===== config.mk =====
export PLATFORM = sky130hd
export DESIGN_NAME = dm_bus_master_flat
export DESIGN_NICKNAME = d
export VERILOG_FILES = /design/src/rtl/dm_pkg.sv /design/src/rtl/dm_bus_master_if.sv /design/src/rtl/dm_lane_align.sv /design/src/rtl/dm_bus_master.sv /design/src/flat_wrapper.sv
export SDC_FILE = /design/constraint.sdc
export NUM_CORES = 1
export LEC_CHECK = 0
export BUFFER_PORTS_ARGS = -buffer_cell sky130_fd_sc_hd__buf_2
export CAP_MARGIN = 5
export CORE_UTILIZATION = 54
export CTS_CLUSTER_SIZE = 20
export DETAILED_ROUTE_END_ITERATION = 12
export PLACE_DENSITY = 0.81
export SYNTH_ARGS = -nofsm -noshare
export SYNTH_HDL_FRONTEND = slang
export SYNTH_SLANG_ARGS = --single-unit

===== constraint.sdc =====
create_clock -name clk -period 10.5 [get_ports clk]
set_input_delay 0.525 -clock clk [delete_from_list [all_inputs] [get_ports clk]]
set_output_delay 0.525 -clock clk [all_outputs]
set_load 0.03 [all_outputs]

===== src/rtl/dm_pkg.sv =====
// dm_pkg: access type codes, exception codes and FSM states shared by the load/store unit.
package dm_pkg;
  localparam logic [3:0] T_W = 4'b0000, T_H = 4'b0010, T_HU = 4'b0011, T_B = 4'b0100;
  localparam logic [3:0] T_BU = 4'b0101, T_WL = 4'b0110, T_WR = 4'b0111;
  localparam logic [4:0] EXC_ADEL = 5'd4, EXC_ADES = 5'd5, EXC_DBE = 5'd7, EXC_RI = 5'd10;
  typedef enum logic [1:0] {IDLE, BUS, RESP} state_e;
endpackage


===== src/rtl/dm_bus_master_if.sv =====
// dm_bus_master_if: MEM-stage request/response and system-bridge bus signals of the load/store unit.
interface dm_bus_master_if;
  logic        req_valid, req_we, req_ready;
  logic [3:0]  req_type;
  logic [31:0] req_addr, req_wd, req_rt_old, req_pc;
  logic        resp_valid, resp_exc;
  logic [4:0]  resp_exc_code;
  logic [31:0] resp_rd, resp_badvaddr, resp_pc;
  logic        bus_req, bus_we, bus_ack, bus_err;
  logic [3:0]  bus_be;
  logic [31:0] bus_addr, bus_wd, bus_rdata;
  modport master (
    input  req_valid, req_we, req_type, req_addr, req_wd, req_rt_old, req_pc, bus_rdata, bus_ack, bus_err,
    output req_ready, resp_valid, resp_rd, resp_exc, resp_exc_code, resp_badvaddr, resp_pc,
           bus_req, bus_we, bus_addr, bus_be, bus_wd
  );
  modport slave (
    output req_valid, req_we, req_type, req_addr, req_wd, req_rt_old, req_pc, bus_rdata, bus_ack, bus_err,
    input  req_ready, resp_valid, resp_rd, resp_exc, resp_exc_code, resp_badvaddr, resp_pc,
           bus_req, bus_we, bus_addr, bus_be, bus_wd
  );
endinterface


===== src/rtl/dm_lane_align.sv =====
// dm_lane_align: byte enables, lane-shifted store data and alignment check for the incoming
// request, plus extension/merge of returned load data for the registered access.
module dm_lane_align
  import dm_pkg::*;
(
  input  logic [3:0]  stType,
  input  logic [1:0]  stOff,
  input  logic [31:0] stWd,
  input  logic [3:0]  ldType,
  input  logic [1:0]  ldOff,
  input  logic [31:0] rtOld,
  input  logic [31:0] rdata,
  output logic [3:0]  be,
  output logic [31:0] wd,
  output logic [31:0] rd,
  output logic        unknown,
  output logic        misaligned
);
  logic        isH, isB;
  logic [15:0] lh;
  logic [7:0]  lb;
  always_comb begin
    isH = stType[3:1] == 3'b001;
    isB = stType[3:1] == 3'b010;
    unknown = !(stType inside {T_W, T_H, T_HU, T_B, T_BU, T_WL, T_WR});
    misaligned = (stType == T_W && stOff != 2'd0) || (isH && stOff[0]);
    be = stType == T_WL ? 4'b1111 >> (2'd3 - stOff) :
         stType == T_WR ? 4'b1111 << stOff :
         isB ? 4'b0001 << stOff :
         isH ? (stOff[1] ? 4'b1100 : 4'b0011) : 4'b1111;
    wd = stType == T_WL ? stWd >> {~stOff, 3'b000} :
         stType == T_WR ? stWd << {stOff, 3'b000} :
         isB ? {24'b0, stWd[7:0]} << {stOff, 3'b000} :
         isH ? {16'b0, stWd[15:0]} << {stOff[1], 4'b0000} : stWd;
    lh = ldOff[1] ? rdata[31:16] : rdata[15:0];
    lb = 8'(rdata >> {ldOff, 3'b000});
    // WL/WR keep the rt bytes the unaligned word does not cover
    rd = ldType == T_H  ? {{16{lh[15]}}, lh} :
         ldType == T_HU ? {16'b0, lh} :
         ldType == T_B  ? {{24{lb[7]}}, lb} :
         ldType == T_BU ? {24'b0, lb} :
         ldType == T_WL ? (rdata << {~ldOff, 3'b000}) | (rtOld & (32'h00FF_FFFF >> {ldOff, 3'b000})) :
         ldType == T_WR ? (rdata >> {ldOff, 3'b000}) | (rtOld & ~(32'hFFFF_FFFF >> {ldOff, 3'b000})) :
         rdata;
  end
endmodule


===== src/rtl/dm_bus_master.sv =====
// dm_bus_master: multi-cycle load/store unit; one access per handshake, bus request held until
// ack/err/timeout, then a one-cycle response carrying load data or an exception.
module dm_bus_master
  import dm_pkg::*;
#(
  parameter int TIMEOUT_CYCLES = 15,
  parameter int CNT_W = 4
) (
  input logic clk,
  input logic reset,
  dm_bus_master_if.master d
);
  state_e      state;
  logic [CNT_W-1:0] cnt;
  logic [31:0] addrR, rtOld;
  logic [3:0]  ldType;
  logic        isStore;
  logic [3:0]  be;
  logic [31:0] wd, rd;
  logic        unknown, misaligned, busFault;
  assign busFault = d.bus_err | ~d.bus_ack;
  dm_lane_align lane (
    .stType(d.req_type), .stOff(d.req_addr[1:0]), .stWd(d.req_wd),
    .ldType(ldType), .ldOff(addrR[1:0]), .rtOld(rtOld), .rdata(d.bus_rdata),
    .be(be), .wd(wd), .rd(rd), .unknown(unknown), .misaligned(misaligned)
  );
  always_ff @(posedge clk or posedge reset) begin
    if (reset) begin
      state <= IDLE;
      cnt <= '0;
      addrR <= '0;
      rtOld <= '0;
      ldType <= '0;
      isStore <= 1'b0;
      d.req_ready <= 1'b1;
      d.resp_valid <= 1'b0;
      d.resp_rd <= '0;
      d.resp_exc <= 1'b0;
      d.resp_exc_code <= '0;
      d.resp_badvaddr <= '0;
      d.resp_pc <= '0;
      d.bus_req <= 1'b0;
      d.bus_we <= 1'b0;
      d.bus_addr <= '0;
      d.bus_be <= '0;
      d.bus_wd <= '0;
    end else begin
      case (state)
        IDLE: if (d.req_valid) begin
          addrR <= d.req_addr;
          rtOld <= d.req_rt_old;
          ldType <= d.req_type;
          isStore <= d.req_we;
          d.resp_pc <= d.req_pc;
          d.req_ready <= 1'b0;
          if (unknown || misaligned) begin
            state <= RESP;
            d.resp_valid <= 1'b1;
            d.resp_exc <= 1'b1;
            d.resp_exc_code <= unknown ? EXC_RI : d.req_we ? EXC_ADES : EXC_ADEL;
            d.resp_badvaddr <= d.req_addr;
            d.resp_rd <= '0;
          end else begin
            state <= BUS;
            d.bus_req <= 1'b1;
            d.bus_we <= d.req_we;
            d.bus_addr <= {d.req_addr[31:2], 2'b00};
            d.bus_be <= be;
            d.bus_wd <= wd;
          end
        end
        BUS: if (d.bus_err || d.bus_ack || cnt == CNT_W'(TIMEOUT_CYCLES - 1)) begin
          state <= RESP;
          cnt <= '0;
          d.bus_req <= 1'b0;
          d.resp_valid <= 1'b1;
          d.resp_exc <= busFault;
          d.resp_exc_code <= busFault ? EXC_DBE : 5'd0;
          d.resp_badvaddr <= busFault ? addrR : 32'd0;
          d.resp_rd <= (busFault || isStore) ? 32'd0 : rd;
        end else cnt <= cnt + 1'b1;
        RESP: begin
          state <= IDLE;
          d.resp_valid <= 1'b0;
          d.req_ready <= 1'b1;
        end
        default: state <= IDLE;
      endcase
    end
  end
endmodule


===== src/flat_wrapper.sv =====
// flat-port wrapper written by rule: the top's interface ports become plain ports
module dm_bus_master_flat import dm_pkg::*;
#(
  parameter int TIMEOUT_CYCLES = 15,
  parameter int CNT_W = 4
)
  (clk, reset, d_req_valid, d_req_we, d_req_type, d_req_addr, d_req_wd, d_req_rt_old, d_req_pc, d_bus_rdata, d_bus_ack, d_bus_err, d_req_ready, d_resp_valid, d_resp_rd, d_resp_exc, d_resp_exc_code, d_resp_badvaddr, d_resp_pc, d_bus_req, d_bus_we, d_bus_addr, d_bus_be, d_bus_wd);
  dm_bus_master_if d_i ();
  input logic clk;
  input logic reset;
  input wire logic [$bits(d_i.req_valid)-1:0] d_req_valid;
  input wire logic [$bits(d_i.req_we)-1:0] d_req_we;
  input wire logic [$bits(d_i.req_type)-1:0] d_req_type;
  input wire logic [$bits(d_i.req_addr)-1:0] d_req_addr;
  input wire logic [$bits(d_i.req_wd)-1:0] d_req_wd;
  input wire logic [$bits(d_i.req_rt_old)-1:0] d_req_rt_old;
  input wire logic [$bits(d_i.req_pc)-1:0] d_req_pc;
  input wire logic [$bits(d_i.bus_rdata)-1:0] d_bus_rdata;
  input wire logic [$bits(d_i.bus_ack)-1:0] d_bus_ack;
  input wire logic [$bits(d_i.bus_err)-1:0] d_bus_err;
  output wire logic [$bits(d_i.req_ready)-1:0] d_req_ready;
  output wire logic [$bits(d_i.resp_valid)-1:0] d_resp_valid;
  output wire logic [$bits(d_i.resp_rd)-1:0] d_resp_rd;
  output wire logic [$bits(d_i.resp_exc)-1:0] d_resp_exc;
  output wire logic [$bits(d_i.resp_exc_code)-1:0] d_resp_exc_code;
  output wire logic [$bits(d_i.resp_badvaddr)-1:0] d_resp_badvaddr;
  output wire logic [$bits(d_i.resp_pc)-1:0] d_resp_pc;
  output wire logic [$bits(d_i.bus_req)-1:0] d_bus_req;
  output wire logic [$bits(d_i.bus_we)-1:0] d_bus_we;
  output wire logic [$bits(d_i.bus_addr)-1:0] d_bus_addr;
  output wire logic [$bits(d_i.bus_be)-1:0] d_bus_be;
  output wire logic [$bits(d_i.bus_wd)-1:0] d_bus_wd;
  assign d_i.req_valid = d_req_valid;
  assign d_i.req_we = d_req_we;
  assign d_i.req_type = d_req_type;
  assign d_i.req_addr = d_req_addr;
  assign d_i.req_wd = d_req_wd;
  assign d_i.req_rt_old = d_req_rt_old;
  assign d_i.req_pc = d_req_pc;
  assign d_i.bus_rdata = d_bus_rdata;
  assign d_i.bus_ack = d_bus_ack;
  assign d_i.bus_err = d_bus_err;
  assign d_req_ready = d_i.req_ready;
  assign d_resp_valid = d_i.resp_valid;
  assign d_resp_rd = d_i.resp_rd;
  assign d_resp_exc = d_i.resp_exc;
  assign d_resp_exc_code = d_i.resp_exc_code;
  assign d_resp_badvaddr = d_i.resp_badvaddr;
  assign d_resp_pc = d_i.resp_pc;
  assign d_bus_req = d_i.bus_req;
  assign d_bus_we = d_i.bus_we;
  assign d_bus_addr = d_i.bus_addr;
  assign d_bus_be = d_i.bus_be;
  assign d_bus_wd = d_i.bus_wd;
  dm_bus_master #(.TIMEOUT_CYCLES(TIMEOUT_CYCLES), .CNT_W(CNT_W)) u_core (.clk(clk), .reset(reset), .d(d_i));
endmodule

# [Yosys cells after proc, flatten, opt, wreduce, memory -nomap -nowiden]
# Index checks and enable logic that the tools add are counted.
[op_classes] add_sub_neg=2 mul=0 div_mod_pow=0 order_cmp=0 eq_ne=21 shift=11 n_mux=50 bitwise=10 reduce_logical=22
[op_table] cell="$mux W32" count=18
[op_table] cell="$pmux W32 S2" count=2
[op_table] cell="$and A32 B32 Y32" count=2
[op_table] cell="$or A32 B32 Y32" count=2
[op_table] cell="$shl A32 B5 Y32" count=2
[op_table] cell="$shr A32 B5 Y32" count=2
[op_table] cell="$eq A4 B3 Y1 const B" count=8
[op_table] cell="$not A32 Y32" count=1
[op_table] cell="$shl A16 B5 Y32" count=1
[op_table] cell="$shl A8 B5 Y32" count=1
[op_table] cell="$shr A24 B5 Y32 const A" count=1
[op_table] cell="$shr A32 B5 Y32 const A" count=1
[op_table] cell="$mux W4" count=6
[op_table] cell="$mux W5" count=4
[op_table] cell="$eq A4 B2 Y1 const B" count=4
[op_table] cell="$mux W16" count=1
[op_table] cell="$reduce_and A4 Y1" count=3
[op_table] cell="$pmux W5 S2" count=1
[op_table] cell="$mux W1" count=9
[op_table] cell="$reduce_bool A7 Y1" count=1
[op_table] cell="$mux W2" count=3
[op_table] cell="$pmux W1 S2" count=3
[op_table] cell="$reduce_and A2 Y1" count=3
[op_table] cell="$reduce_bool A2 Y1" count=3
[op_table] cell="other kinds (25)" count=34
[word_totals] regBits=247 latch_bits=0 ramBits=0 rom_bits=0 input_bits=170 out_inout_bits=174 word_cells=134 memories=0

# [Depth between registers and ports, before layout]
[logic_depth] depth_word=13 mapped_depth=9 ltp_nobuf=7

# [Hierarchy]
# Synthesis repeated with hierarchy kept, for this count alone.
[hier_totals] cells_unflattened=1169 area_unflattened_um2=13053.8
[by_module_without_submodules] mod="dm_bus_master" instances=1 cells_each=646 area_each_um2=9402.8
[by_module_without_submodules] mod="dm_lane_align" instances=1 cells_each=523 area_each_um2=3651.0

# [Least setup slack after synthesis]
# Ideal clock, no wire load.
[synth_timing] path_type="input -> register" from="in d_req_addr[1]" to="reg u_core.d.resp_badvaddr[0]" setup_ns=0.127 arrival_ns=2.041 required_ns=10.373 setup_slack_ns=8.332 stages=9 n_path_buf=3 cell_sequence="buf_2 > or2_1 > a221o_1 > nand2_1 > a21o_1 > buf_4 > inv_4 > buf_6 > mux2_1"
[synth_between] elab_chain_cells=6
[synth_lines] item="from (decl)" line_no="flat_wrapper.sv:14" text="input wire logic [$bits(d_i.req_addr)-1:0] d_req_addr;"
[synth_lines] item="$reduce_bool A2 Y1" line_no="dm_lane_align.sv:26" text="misaligned = (stType == T_W && stOff != 2'd0) || (isH && stOff[0]);"
[synth_lines] item="$logic_and A1 B1 Y1" line_no="dm_lane_align.sv:26"
[synth_lines] item="$logic_or A1 B1 Y1" line_no="dm_lane_align.sv:26"
[synth_lines] item="$logic_or A1 B1 Y1" line_no="dm_bus_master.sv:56" text="if (unknown || misaligned) begin"
[synth_lines] item="$ne A2 B1 Y1 (no line)"
[synth_lines] item="$reduce_and A4 Y1 (no line)"
[synth_lines] item="to (signal assigned)" line_no="dm_bus_master.sv:61" text="d.resp_badvaddr <= d.req_addr;"
[synth_lines] item="to (signal assigned)" line_no="dm_bus_master.sv:79" text="d.resp_badvaddr <= busFault ? addrR : 32'd0;"
[synth_lines] item="to (decl)" line_no="dm_bus_master_if.sv:14" text="output req_ready, resp_valid, resp_rd, resp_exc, resp_exc_code, resp_badvaddr, resp_pc,"
# No other way between the ends.
# A chain may end at the register's enable or synchronous reset.

# [Worst setup path in the final report]
[layout_timing] from="in d_req_type[2]" to="reg u_core.d.resp_badvaddr[5]"
[layout_between] elab_chain_cells=6 word_cells_on_any_way=16
[layout_lines] item="from (decl)" line_no="flat_wrapper.sv:13" text="input wire logic [$bits(d_i.req_type)-1:0] d_req_type;"
[layout_lines] item="$eq A4 B2 Y1, or another cell as far along" line_no="dm_lane_align.sv:25" text="unknown = !(stType inside {T_W, T_H, T_HU, T_B, T_BU, T_WL, T_WR});"
[layout_lines] item="$reduce_bool A7 Y1 or $logic_and A1 B1 Y1 (tied branches)" line_no="dm_lane_align.sv:25, dm_lane_align.sv:26"
[layout_lines] item="$logic_not A1 Y1 or $logic_or A1 B1 Y1 (tied branches)" line_no="dm_lane_align.sv:25, dm_lane_align.sv:26"
[layout_lines] item="$logic_or A1 B1 Y1 *" line_no="dm_bus_master.sv:56"
[layout_lines] item="$ne A2 B1 Y1 (no line) *"
[layout_lines] item="$reduce_and A4 Y1 (no line) *"
# Mark *: on every way between the ends. The rest lies on a longest branch, timed or not.

==> flow_summary.html <==
<table>
<tr><th>Metric</th><th>Value</th></tr>
<tr><th colspan="2">Clock network</th></tr>
<tr><td>H-Tree Depth</td><td>1</td></tr>
<tr><td>Library cell used as clock root buffer</td><td>clkbuf_16</td></tr>
<tr><td>Sink Count</td><td>246</td></tr>
<tr><td>Clock-pin transition on the worst setup and hold timing paths</td><td>0.06 ns</td></tr>
<tr><td>Worst skew pair latency</td><td>0.56 ns</td></tr>
<tr><td>Buffers inserted during post-CTS setup optimization</td><td>0</td></tr>
<tr><td>Clock tree from TritonCTS</td><td>built</td></tr>
<tr><td>Maximum root-to-sink buffer count</td><td>3</td></tr>
<tr><td>Number of gates given a new drive strength after cts</td><td>0</td></tr>
<tr><td>Clock buffers created by TritonCTS</td><td>27</td></tr>
<tr><td>Cts-stage hold buffer count</td><td>0</td></tr>
<tr><th colspan="2">Cells and area</th></tr>
<tr><td>Final core utilization</td><td>0.6545</td></tr>
<tr><td>Final instance area</td><td>16430 um2</td></tr>
<tr><td>Most common cell after layout, fill and taps aside</td><td>buf_2</td></tr>
<tr><td>Number of fill cells in the layout</td><td>2033</td></tr>
<tr><td>Highest-count cells in the layout ignoring fill and taps</td><td>buf_2, dfrtp_1, nand2_1, mux2_2, o21ai_0</td></tr>
<tr><td>Fraction of layout cells with a size suffix above 1</td><td>0.3524</td></tr>
<tr><td>Nets</td><td>1778</td></tr>
<tr><td>Signed area change from the synthesized netlist to the final layout</td><td>19.55%</td></tr>
<tr><th colspan="2">Pwr</th></tr>
<tr><td>Pwr dens</td><td>224.4 nW/um2</td></tr>
<tr><td>Part of the power in combinational logic</td><td>0.353</td></tr>
<tr><td>Highest ir drop seen on vdd</td><td>0.1449 mV</td></tr>
<tr><td>Internal power component</td><td>2.279 mW</td></tr>
<tr><td>LEAKAGE</td><td>7.645 nW</td></tr>
<tr><td>Clk pwr share</td><td>0.281</td></tr>
<tr><td>Flop pwr share</td><td>0.366</td></tr>
<tr><td>Switching Share</td><td>0.3820</td></tr>
<tr><td>Power spent charging and discharging nets</td><td>1.408 mW</td></tr>
<tr><th colspan="2">Global routing</th></tr>
<tr><td>Overall routing resource usage</td><td>0.3132</td></tr>
<tr><td>Pin count of the biggest net entering global routing</td><td>141</td></tr>
<tr><td>First-pass GRT wire length</td><td>64.71 mm</td></tr>
<tr><td>Vias in the first global route</td><td>11724</td></tr>
<tr><td>Overflow left after global routing</td><td>0</td></tr>
<tr><td>Initial antenna violation count</td><td>3</td></tr>
<tr><th colspan="2">Setup path</th></tr>
<tr><td>Required time of the critical path</td><td>10.91 ns</td></tr>
<tr><td>Setup crit end kind</td><td>register</td></tr>
<tr><td>Crit path kind</td><td>primary input to register</td></tr>
<tr><td>Largest incremental delay on the critical path</td><td>0.81 ns</td></tr>
<tr><td>Critical Path Start Type</td><td>primary input</td></tr>
<tr><td>CP arrival</td><td>3.73 ns</td></tr>
<tr><td>Critical path cell sequence</td><td>buf_2 -&gt; inv_2 -&gt; a221o_1 -&gt; nand2_1 -&gt; a21o_1 -&gt; inv_4 -&gt; mux2_1</td></tr>
<tr><td>Worst-case register-to-register setup slack</td><td>7.31 ns</td></tr>
<tr><td>Crit-path max FO</td><td>52</td></tr>
<tr><td>Critical path's slowest cell</td><td>a21o_1</td></tr>
<tr><th colspan="2">Floorplanning</th></tr>
<tr><td>Number of top-level pins</td><td>344</td></tr>
<tr><td>Die area</td><td>26100 um2</td></tr>
<tr><td>Die Width</td><td>161.5 um</td></tr>
<tr><td>Starting Density</td><td>0.5474</td></tr>
<tr><td>FP Rows</td><td>58</td></tr>
<tr><td>Placeable Area</td><td>25110 um2</td></tr>
<tr><td>Die height</td><td>161.5 um</td></tr>
<tr><th colspan="2">Synthesis</th></tr>
<tr><td>Synth Instances</td><td>1339</td></tr>
<tr><td>Syn Std Cell Area</td><td>13750 um2</td></tr>
<tr><td>Post-synthesis async set-or-reset flop share</td><td>1.000</td></tr>
<tr><td>Share of Yosys cell area claimed by the top area cell type</td><td>0.4460</td></tr>
<tr><td>Post-synth EDFFs</td><td>0</td></tr>
<tr><td>Number of synthesis warnings</td><td>0</td></tr>
<tr><td>Sequential element share of the synthesized area</td><td>0.4479</td></tr>
<tr><td>Flip-flop cell with the highest count after synthesis</td><td>dfrtp_1</td></tr>
<tr><td>Cell taking the most area after synthesis</td><td>dfrtp_1</td></tr>
<tr><td>Top post-synthesis cells by area</td><td>dfrtp_1, mux2_2, nand2_1, mux2i_1, o21ai_0</td></tr>
<tr><td>Number of distinct library cell variants in the gate-level netlist after synthesis</td><td>70</td></tr>
<tr><td>Post-synthesis area per instance</td><td>10.27 um2</td></tr>
<tr><td>Seq cells post-synth</td><td>246</td></tr>
<tr><th colspan="2">Outcome</th></tr>
<tr><td>Status</td><td>finished, final reports clean</td></tr>
<tr><th colspan="2">Timing</th></tr>
<tr><td>Clock skew after layout</td><td>0.03533 ns</td></tr>
<tr><td>Transition at the pin with the smallest max-transition slack</td><td>1.276 ns</td></tr>
<tr><td>Max-Slew Margin vs Limit</td><td>0.1474</td></tr>
<tr><td>Number of pins exceeding their max-slew limit in the final report</td><td>0</td></tr>
<tr><td>Post-Route Hold Slack</td><td>0.1833 ns</td></tr>
<tr><td>Number of failing setup endpoints in the final timing report</td><td>0</td></tr>
<tr><td>Fin. Hold Viols</td><td>0</td></tr>
<tr><td>RSZ-0062 raised after global routing</td><td>false</td></tr>
<tr><td>Fin worst setup slack</td><td>7.183 ns</td></tr>
<tr><td>Post-route fraction of the period consumed by the critical path</td><td>0.3159</td></tr>
<tr><td>Clock period minus worst slack</td><td>3.317 ns</td></tr>
<tr><td>Setup TNS</td><td>0 ns</td></tr>
<tr><td>Maximum achievable frequency</td><td>301.4 MHz</td></tr>
<tr><th colspan="2">Route</th></tr>
<tr><td>Number of vias per cell</td><td>6.196</td></tr>
<tr><td>Via count</td><td>12132</td></tr>
<tr><td>DRT Wirelength</td><td>41.17 mm</td></tr>
<tr><td>Post-route DRC</td><td>0</td></tr>
<tr><td>DR iter-0 viols</td><td>1370</td></tr>
<tr><td>Antenna-violating nets left</td><td>0</td></tr>
<tr><td>Pre-Repair DR Iteration Count</td><td>6</td></tr>
<tr><td>Average routed wire per standard cell</td><td>21.03 um</td></tr>
<tr><th colspan="2">Placement</th></tr>
<tr><td>Number of buffer cells added on primary ports</td><td>340</td></tr>
<tr><td>Half-perimeter wire length of the detailed placement result</td><td>28.06 mm</td></tr>
<tr><td>Placement Cell Area</td><td>15440 um2</td></tr>
<tr><td>Routability cong.</td><td>0.9317</td></tr>
<tr><td>Worst slack, placed</td><td>6.692 ns</td></tr>
<tr><th colspan="2">Run</th></tr>
<tr><td>Max_cap viols</td><td>0</td></tr>
<tr><th colspan="2">Min path</th></tr>
<tr><td>Kind of path behind the tightest hold check</td><td>primary input to async pin</td></tr>
</table>
## logic make-up after synthesis
family	count (synthesis)	synth area share
other	1	0.0002728
buffers and inverters	139	0.04624
adders and majority gates	2	0.001820
DFF	246	0.4479
AOI/OAI and AO/OA	369	0.1819
muxes	227	0.1952
and+or+nand+nor	355	0.1266
## synth_stat cells (16+ instances only)
cell / instances
mux2_1: 28
clkbuf_1: 66
nand3_1: 16
mux2_2: 131
buf_2: 31
nand2_1: 191
inv_1: 19
nor2_1: 35
a221oi_1: 22
o21ai_0: 94
mux4_2: 17
a22o_1: 38
a21oi_1: 80
a221o_1: 16
mux2i_1: 51
dfrtp_1: 245
## state kept, by name, summed over array words and instances (netlist names)
signal,cells
u_core.addrR,32
u_core.cnt,4
u_core.d.bus_addr,30
u_core.d.bus_be,4
u_core.d.bus_req,1
u_core.d.bus_wd,32
u_core.d.bus_we,1
u_core.d.req_ready,1
u_core.d.resp_badvaddr,32
u_core.d.resp_exc,1
u_core.d.resp_exc_code,4
u_core.d.resp_pc,32
u_core.d.resp_rd,32
u_core.d.resp_valid,1
u_core.isStore,1
u_core.ldType,4
u_core.rtOld,32
u_core.state,2
## cell type report
cell class,instances,area (um2),area share
well taps,330,412.9,0.02513
flip-flops and latches,246,6160,0.3748
multi-input cells,956,6977,0.4245
inverters,21,88.84,0.005406
repair buffers,354,1807,0.1099
clock inverters,15,221.5,0.01348
clock buffers,34,762.0,0.04637
diodes,2,5.005,0.0003046
## worst paths after layout
kind | start | to | depth (start not counted)
min reg2reg | u_core.d.bus_addr[7]$_DFFE_PP0P_ | u_core.d.bus_addr[7]$_DFFE_PP0P_ | 2
min | reset | u_core.d.bus_addr[22]$_DFFE_PP0P_ | 2
max | d_req_type[2] | u_core.d.resp_badvaddr[5]$_DFFE_PP0P_ | 7
max reg2reg | u_core.cnt[0]$_DFFE_PP0P_ | u_core.d.resp_badvaddr[5]$_DFFE_PP0P_ | 7
max in group asynchronous | reset | u_core.addrR[3]$_DFFE_PP0P_ | 3
min in group clk | d_req_addr[10] | u_core.d.bus_addr[10]$_DFFE_PP0P_ | 3
## metrics by stage
step           cells  power [mW]
2_1_floorplan   1341       2.250
4_1_cts         1956       3.697
6_report        1958       3.687
5_1_grt         1957       3.864
3_5_place_dp    1907       2.650
3_3_place_gp    1907       2.610
## layer usage
layer | global-route usage | routed length, um | up-vias
met5 | 0 | 17 | -
met3 | 0.06805 | 3707 | 100
met2 | 0.4933 | 19080 | 660
met1 | 0.4267 | 16960 | 5918
li1 | - | - | 5452
met4 | 0.1136 | 1402 | 2
## power groups by stage
stage | combinational (mW) | clock, mW | sequential (mW)
2_1_floorplan | 0.597 | 0 | 1.65
3_3_place_gp | 1.26 | 0 | 1.35
3_5_place_dp | 1.29 | 0 | 1.36
4_1_cts | 1.30 | 1.05 | 1.35
5_1_grt | 1.39 | 1.09 | 1.38
6_report | 1.30 | 1.04 | 1.35
## critical path: cells and delay by family
| family | cells | cell delay [ns] |
|---|---|---|
| buf+inv | 3 | 1.29 |
| compound gates | 2 | 1.29 |
| mux | 1 | 0.47 |
| simple gates | 1 | 0.09 |
Note: power is estimated with default switching activity, not from simulation.
